### src/rtl/instr_fetch_ir_pkg.sv
// Shared definitions for the fetch unit: FSM state encodings, the reset NOP word and
// instruction field bit positions, also reused by the decoder and microcode ROM.
package instr_fetch_ir_pkg;

    typedef enum logic [1:0] {
        ST_IDLE = 2'd0,
        ST_WAIT = 2'd1,
        ST_DONE = 2'd2
    } fetch_state_t;

    localparam logic [31:0] NOP_INSTR = 32'h0000_0013;

    localparam int OPC_LSB = 0;
    localparam int OPC_MSB = 6;
    localparam int RD_LSB  = 7;
    localparam int RD_MSB  = 11;
    localparam int F3_LSB  = 12;
    localparam int F3_MSB  = 14;
    localparam int RS1_LSB = 15;
    localparam int RS1_MSB = 19;
    localparam int RS2_LSB = 20;
    localparam int RS2_MSB = 24;
    localparam int F7_LSB  = 25;
    localparam int F7_MSB  = 31;

endpackage

### src/rtl/instr_fetch_ir_field_split.sv
// Combinational split of the instruction register into the standard RISC-V fields.
module ir_field_split
    import instr_fetch_ir_pkg::*;
(
    input  logic [31:0] ir,
    output logic [6:0]  opcode,
    output logic [4:0]  rd,
    output logic [4:0]  rs1,
    output logic [4:0]  rs2,
    output logic [2:0]  funct3,
    output logic [6:0]  funct7
);

    assign opcode = ir[OPC_MSB:OPC_LSB];
    assign rd     = ir[RD_MSB:RD_LSB];
    assign funct3 = ir[F3_MSB:F3_LSB];
    assign rs1    = ir[RS1_MSB:RS1_LSB];
    assign rs2    = ir[RS2_MSB:RS2_LSB];
    assign funct7 = ir[F7_MSB:F7_LSB];

endmodule

### src/rtl/instr_fetch_ir.sv
// Fetch unit and instruction register: fetches one word at the PC over a req/rdy
// handshake (or loads it from the shared bus) and exposes the decoded IR fields.
module instr_fetch_ir
    import instr_fetch_ir_pkg::*;
#(
    parameter int          XLEN        = 32,
    parameter logic [31:0] RESET_IR    = NOP_INSTR,
    parameter int          TIMEOUT_CYC = 16,
    parameter int          CNT_W       = 5
) (
    input  logic            clk,
    input  logic            rst,
    input  logic            fetch_start,
    input  logic [XLEN-1:0] pc_in,
    input  logic            ld_ir,
    input  logic [XLEN-1:0] bus_in,
    output logic [XLEN-1:0] mem_addr,
    output logic            mem_rd_req,
    input  logic            mem_rdy,
    input  logic [XLEN-1:0] mem_rdata,
    output logic [XLEN-1:0] ir_out,
    output logic [6:0]      opcode,
    output logic [4:0]      rd,
    output logic [4:0]      rs1,
    output logic [4:0]      rs2,
    output logic [2:0]      funct3,
    output logic [6:0]      funct7,
    output logic            ir_valid,
    output logic            fetch_busy,
    output logic            fetch_done,
    output logic            misalign_err,
    output logic            timeout_err,
    output logic [1:0]      dbg_state
);

    // Handshake: mem_rd_req stays high with mem_addr frozen for the whole WAIT state;
    // the word transfers on any rising edge where mem_rd_req and mem_rdy are both high.
    // mem_rdy is meaningless while mem_rd_req is low and is ignored then.

    localparam logic [CNT_W-1:0] CNT_LAST = CNT_W'(TIMEOUT_CYC - 1);

    fetch_state_t     state, next_state;
    logic [CNT_W-1:0] cnt;
    logic             start_ok, misalign, timeout, load_mem, load_bus;

    always_comb begin
        next_state = state;
        start_ok   = 1'b0;
        misalign   = 1'b0;
        timeout    = 1'b0;
        load_mem   = 1'b0;
        load_bus   = 1'b0;
        case (state)
            ST_IDLE: begin
                if (fetch_start) begin
                    if (pc_in[1:0] != 2'b00) begin
                        misalign = 1'b1;
                    end else begin
                        start_ok   = 1'b1;
                        next_state = ST_WAIT;
                    end
                end else if (ld_ir) begin
                    load_bus = 1'b1;
                end
            end
            ST_WAIT: begin
                // A response on the last allowed cycle still completes the fetch.
                if (mem_rdy) begin
                    load_mem   = 1'b1;
                    next_state = ST_DONE;
                end else if (cnt == CNT_LAST) begin
                    timeout    = 1'b1;
                    next_state = ST_IDLE;
                end
            end
            ST_DONE: next_state = ST_IDLE;
            default: next_state = ST_IDLE;
        endcase
    end

    always_ff @(posedge clk) begin
        if (rst) begin
            state        <= ST_IDLE;
            cnt          <= '0;
            mem_addr     <= '0;
            ir_out       <= XLEN'(RESET_IR);
            ir_valid     <= 1'b0;
            mem_rd_req   <= 1'b0;
            fetch_busy   <= 1'b0;
            fetch_done   <= 1'b0;
            misalign_err <= 1'b0;
            timeout_err  <= 1'b0;
        end else begin
            state        <= next_state;
            mem_rd_req   <= (next_state == ST_WAIT);
            fetch_busy   <= (next_state != ST_IDLE);
            fetch_done   <= (next_state == ST_DONE);
            misalign_err <= misalign;
            timeout_err  <= timeout;
            if (start_ok) begin
                mem_addr <= pc_in;
                ir_valid <= 1'b0;
                cnt      <= '0;
            end
            if (state == ST_WAIT && !mem_rdy && !timeout) begin
                cnt <= cnt + 1'b1;
            end
            if (load_mem) begin
                ir_out   <= mem_rdata;
                ir_valid <= 1'b1;
            end
            if (load_bus) begin
                ir_out   <= bus_in;
                ir_valid <= 1'b1;
            end
        end
    end

    assign dbg_state = state;

    ir_field_split u_split (
        .ir     (ir_out[31:0]),
        .opcode (opcode),
        .rd     (rd),
        .rs1    (rs1),
        .rs2    (rs2),
        .funct3 (funct3),
        .funct7 (funct7)
    );

endmodule

### config.mk
export PLATFORM = sky130hd
export DESIGN_NAME = instr_fetch_ir
export DESIGN_NICKNAME = d
export VERILOG_FILES = /design/src/rtl/instr_fetch_ir_pkg.sv /design/src/rtl/instr_fetch_ir_field_split.sv /design/src/rtl/instr_fetch_ir.sv
export SDC_FILE = /design/constraint.sdc
export NUM_CORES = 1
export LEC_CHECK = 0
export ABC_AREA = 1
export CAP_MARGIN = 20
export CORE_MARGIN = 1
export CORE_UTILIZATION = 40
export CTS_BUF_LIST = sky130_fd_sc_hd__clkbuf_8
export DETAILED_ROUTE_END_ITERATION = 12
export GPL_TIMING_DRIVEN = 0
export HOLD_SLACK_MARGIN = 0.06
export MAX_ROUTING_LAYER = met4
export PLACE_DENSITY = 0.8
export SYNTH_ARGS = -nofsm -noshare
export SYNTH_HDL_FRONTEND = slang
export SYNTH_HIERARCHICAL = 1
export SYNTH_SLANG_ARGS = --single-unit
### constraint.sdc
create_clock -name clk -period 1.6 [get_ports clk]
set_input_delay 0.48 -clock clk [delete_from_list [all_inputs] [get_ports clk]]
set_output_delay 0.48 -clock clk [all_outputs]
set_load 0.005 [all_outputs]
# ---- Word level (Yosys, flattened, before mapping)
# Index checks and enable logic that the tools add are counted.
dict set report op_classes {
  add_sub_neg 1
  n_mul 0
  n_div 0
  n_lt_le_gt_ge 0
  n_eq_ne 4
  shift 0
  muxes 24
  bitwise_logic 2
  reduce_logical 11
}
# op n
set op_table {}
lappend op_table {{$mux 32} 2}
lappend op_table {{$mux 1} 15}
lappend op_table {{$mux 5} 2}
lappend op_table {{$mux 2} 4}
lappend op_table {{$reduce_bool 2->1} 4}
lappend op_table {{$add 5x1->5 const B} 1}
lappend op_table {{$eq 5x4->1 const B} 1}
lappend op_table {{$eq 2x1->1 const B} 2}
lappend op_table {{$pmux 2 s2} 1}
lappend op_table {{$reduce_bool 3->1} 1}
lappend op_table {{$reduce_or 3->1} 1}
lappend op_table {{$eq 2x2->1 const B} 1}
lappend op_table {{$logic_and 1x1->1} 2}
lappend op_table {{$logic_not 1->1} 2}
lappend op_table {{$logic_not 2->1} 1}
lappend op_table {{$not 1->1} 2}
dict set report totals {
  register_bits 77
  latchBits 0
  ram_bits 0
  rom_bits 0
  in_bits 101
  out_inout_bits 104
  wordCells 52
  memories 0
}

# ---- Depth between registers and ports, before layout
dict set report depth {
  ltp_word 7
  ltp_mapped 10
  ltp_nobuf 10
}

# ---- Modules after synthesis
# The synthesis kept the hierarchy.
# module instances cells_per_inst area_per_inst_um2 seq_area_each_um2
set by_module_without_submodules {}
lappend by_module_without_submodules {instr_fetch_ir 1 519 3549.7 1541.5}
lappend by_module_without_submodules {ir_field_split 1 32 240.2 0.0}

# ---- Worst setup path before layout
# Ideal clock, no wire load.
dict set report synth_path {
  path_type {flip-flop to flip-flop}
  startpoint {reg cnt[0]}
  endpoint {reg cnt[0]}
  t_arrival_ns 1.252
  slack_ns 0.231
  stages_incl_launch_ff 11
  period_less_slack_ns 1.369
  path_cell_list {dfxtp_1 -> ha_1 -> nand2_1 -> nor2_1 -> ha_1 -> inv_1 -> nand3_1 -> nand2_1 -> inv_2 -> nor2_1 -> nor2_1}
}
dict set report synth_via {
  elab_chain_len 7
  elab_cells_between_ends 9
}
# item line_no
set synth_rtl {}
lappend synth_rtl {{start, declared} instr_fetch_ir.sv:43} ;# logic [CNT_W-1:0] cnt;
lappend synth_rtl {{start signal, assigned} instr_fetch_ir.sv:106} ;# cnt <= cnt + 1'b1;
lappend synth_rtl {{$eq 5x4->1} instr_fetch_ir.sv:71} ;# end else if (cnt == CNT_LAST) begin
lappend synth_rtl {{$mux 1} instr_fetch_ir.sv:71}
lappend synth_rtl {{$mux 1} instr_fetch_ir.sv:68} ;# if (mem_rdy) begin
lappend synth_rtl {{$mux 1} instr_fetch_ir.sv:53} ;# case (state)
lappend synth_rtl {{$logic_not 1->1} instr_fetch_ir.sv:105} ;# if (state == ST_WAIT && !mem_rdy && !timeout) begin
lappend synth_rtl {{$logic_and 1x1->1} instr_fetch_ir.sv:105}
lappend synth_rtl {{$mux 5 or $reduce_bool 2->1 (tied branches)} -}
# Parallel ways exist; a longest one is shown, timed or not.
# A chain may end at the register's enable or synchronous reset.

# ---- Worst setup path after layout
dict set report layout_path {
  startpoint {in pc_in[0]}
  endpoint {reg mem_addr[19]}
}
dict set report layout_via {
  elab_chain_len 4
}
# item line_no
set layout_rtl {}
lappend layout_rtl {{start, declared} instr_fetch_ir.sv:14} ;# input logic [XLEN-1:0] pc_in,
lappend layout_rtl {{$reduce_bool 2->1} instr_fetch_ir.sv:56} ;# if (pc_in[1:0] != 2'b00) begin
lappend layout_rtl {{$mux 1} instr_fetch_ir.sv:56}
lappend layout_rtl {{$mux 1} instr_fetch_ir.sv:55} ;# if (fetch_start) begin
lappend layout_rtl {{$mux 1} instr_fetch_ir.sv:53}
lappend layout_rtl {{end signal, assigned} instr_fetch_ir.sv:101} ;# mem_addr <= pc_in;
lappend layout_rtl {{end, declared} instr_fetch_ir.sv:17} ;# output logic [XLEN-1:0] mem_addr,
# No other way between the ends.

==> out/results.txt <==
The run finished with clean final reports. The portion of the clock cycle consumed by the worst path in the final layout was 0.972. The mean post-synth cell area was 6.88 µm². The number of antenna violations at the first check in global routing was 0.

The cell with the largest stage delay on the worst path is clkdlybuf4s50_1. Static timing analysis puts the maximum clock frequency at 643 MHz. At the end of routability-driven placement, the weighted congestion stood at 0.836. In this run the cell area measured after placement is 5960 µm². For the buffer levels on the longest clock path, the log shows 2.

Sorting the synthesized cells by area gives the leading types as dfxtp_1 (41%), nand2_1 (13%), nor2_1 (9.7%). The logs give 0 for the max-cap check violation count and 0 for the number of hold violations in the final report. In the final layout, the multi-input gates occupy 1650 µm². The run gives 0 as the number of hold-repair buffers added at the cts stage.

Clock-pin slew was measured on the worst setup and hold paths at 0.09 ns. Dominant register cell in the synthesized netlist: dfxtp_1. The layout-stage area growth over the synthesis result was 62.0%. The number of nets in the synthesized netlist is 654. Summing every instance area after synthesis gives 3790 µm². The count of unresolved DRC violations after routing was 0. Critical setup path kind: in -> reg.

Setup repair after global routing could not meet its margin everywhere. Global routing finished with a remaining overflow of 0. The final period demand of the worst path works out to 1.56 ns.

The worst setup path is launched from an input port. The layout has 833 filler cells. The signal on the critical path passes through clkdlybuf4s50_1 -> nor2_4 -> nand3_1 -> clkbuf_4 -> clkbuf_4 -> nand2_1 -> a21oi_1.

The cell chosen for the clock root was clkbuf_8. The library cell with the highest instance count after synthesis is nand2_1. Prior to clock tree synthesis, the placed netlist has a worst setup slack of -0.503 ns. After the first detailed-routing iteration, the DRC count stood at 125. The fraction of final layout cells sized beyond drive strength 1 is 0.167.

Once routing completed, OpenROAD measured the worst setup slack at 0.0444 ns. The power per standard cell area was 763 nW/µm²; the share of async-settable or async-resettable flops after synthesis was 0. Sorting the synthesized cells by how often they occur yields nand2_1 (133), nor2_1 (98), dfxtp_1 (77). The top cell type's share of synthesized area is 0.407, and the flop and latch count out of synthesis is 77. Entering global routing, the biggest net connects 16 pins. Summed over all layers, the routed wires come to 12,200 µm. The tools report the number of instances in the synthesized netlist as 551.

The logs give 4 for the count of TritonRoute iterations in the first routing pass and 9200 µm² for the placeable core region. The total buffers and inverters traversed by the critical path was 3. The most frequent cell on the critical path is clkbuf_4. Summing over every cut layer, the via total after detailed routing is 4,347.

The setup violation total in the final timing report is 0, and the sequential area share after synthesis is 0.407. The clock net sink count is 77, and the first-pass GRT wire length is 19,200 µm. The worst clock skew on the final layout is 0.0135 ns. The initial cell density of the core was 0.412; the number of routed nets with antenna violations was 0. Along the worst path, the maximum fanout reaches 10. The number of slew-limit violations in the final report was 0; the H-tree level count was 3. Via count of the first global-routing pass: 4,175. At the pin with the least slew margin, the transition time is 0.489 ns.

The largest single stage delay on the critical path is 0.44 ns. In this run the horizontal extent of the chip is 99.3 µm. Dividing the detail-routed wire length by the instance count gives 13.8 µm. The floorplan die height was 99.3 µm.

The max-slew headroom at the worst pin came out at 0.674. Type of the tightest min-delay check: reg -> reg. For the summed negative setup slack over all endpoints, the log shows 0 ns. VDD sags by at most 552 µV.

Pin placement for this block handled 205 I/O pins. Hold is met by 0.457 ns. TritonCTS built the clock tree. Summed over all cells, the static leakage comes to 0.00313 µW.

The number of flops mapped to enable cells by yosys came out at 0. The cell accounting for the most synthesized area was dfxtp_1. During synthesis, Yosys emitted a total of 6 warnings.

The post-layout utilization of the core came out at 0.667. The largest delay contributor family on the critical path is buffers and inverters. Counting distinct cell types in the post-synthesis netlist gives 23.

The tools report the nature of the critical path endpoint as a flip-flop. The logs give 6140 µm² for the final design area excluding fillers and 9290 µm for the HPWL after detailed placement. Placement row count: 35. Overall global routing resource usage: 0.248. The clock latency of the later-clocked register in the worst-skew pair was 0.34 ns; the total CTS buffers was 9. The run gives 870 as the net count of the finished layout. The logs give 0 for the number of antenna cells inserted and 1610 µm² for the area taken by flip-flops and latches. The ratio of routed vias to standard cells came out at 4.92. STA puts the critical path data required time at 1.82 ns.

The die covers 9870 µm². Data arrives at the worst endpoint at 1.78 ns. The count of buffers added on input and output ports is 203.
-- worst register-to-register path: stages, from the launching register on --
cell and delay (ns):
dfxtp_2 0.35, ha_1 0.20, nand2_1 0.08, nor2_1 0.05, ha_1 0.18, nor2_1 0.27, o21ai_0 0.18, nor2_1 0.13
-- area by class of cell --
type	instances	share of cell area
clock buffers	9	0.0202
inverters	48	0.0294
flip-flops and latches	77	0.262
plain buffers	69	0.0720
well taps	111	0.0226
repair buffers	205	0.312
multi-input cells	357	0.269
clock inverters	7	0.0130
-- where the power goes --
part	total [µW]	leakage (µW)	internal, µW	switching, µW
clock network	1520	0.000103	746	777
logic	1060	0.00238	616	445
registers	2100	0.000647	2030	68.5
total	4680	0.00313	3390	1290
-- logic make-up after synthesis --
group / after synthesis / synth area share
AND/OR/NAND/NOR: 317 / 0.376
AO/OA/AOI/OAI: 38 / 0.0502
flip-flops: 77 / 0.407
adder cells (fa/ha/maj): 2 / 0.00660
buffers and inverters: 117 / 0.160
-- cells in the final DEF, fill, tap and decap left out, drive strengths merged --
cell type        n
clkinv           2
dlygate4sd2    104
nand4           31
clkbuf          27
clkinvlp         1
nand3           20
nand3b          29
nor4             1
nand2          135
buf             54
bufinv           1
dfxtp           77
nor2           100
ha               2
a21oi           36
inv             51
clkdlybuf4s50   98
o21ai            2
nor3             1
-- flip-flops by register name (all words and copies together) (netlist names) --
signal,count
misalign_err,1
fetch_done,1
ir_valid,1
ir_out,32
timeout_err,1
fetch_busy,1
mem_addr,32
mem_rd_req,1
cnt,5
dbg_state,2
-- final timing paths --
check / start / end / slack (ns) / cells after the start
setup reg to reg: cnt[0]$_SDFFE_PP0P_ / cnt[0]$_SDFFE_PP0P_ / 0.10 / 7
hold / removal: mem_addr[1]$_SDFFE_PP0P_ / mem_addr[1]$_SDFFE_PP0P_ / 0.46 / 2
hold reg to reg: mem_addr[1]$_SDFFE_PP0P_ / mem_addr[1]$_SDFFE_PP0P_ / 0.46 / 2
setup / recovery: pc_in[0] / mem_addr[19]$_SDFFE_PP0P_ / 0.04 / 7
-- what timing repair did --
| action | CTS | global route |
|---|---|---|
| gates cloned | 0 | 0 |
| buffers inserted | 2 | 0 |
| setup endpoints to repair | 166 | 38 |
| resized for setup | 157 | 13 |
-- metal layers --
metal / vias to the layer above / share of wire / track usage
met3: 22 / 0.064 / 0.0471
met4: 0 / 0.017 / 0.0882
met1: 2013 / 0.42 / 0.287
met5: - / 0 / -
met2: 178 / 0.49 / 0.430
li1: 2134 / - / -
-- metrics by stage --
step,total power [µW],std cells
floorplan,2600,551
global placement,3260,865
detailed placement,3290,865
CTS,4710,883
global route,4930,883
finish,4680,883
Power figures use the tool's default switching activity.
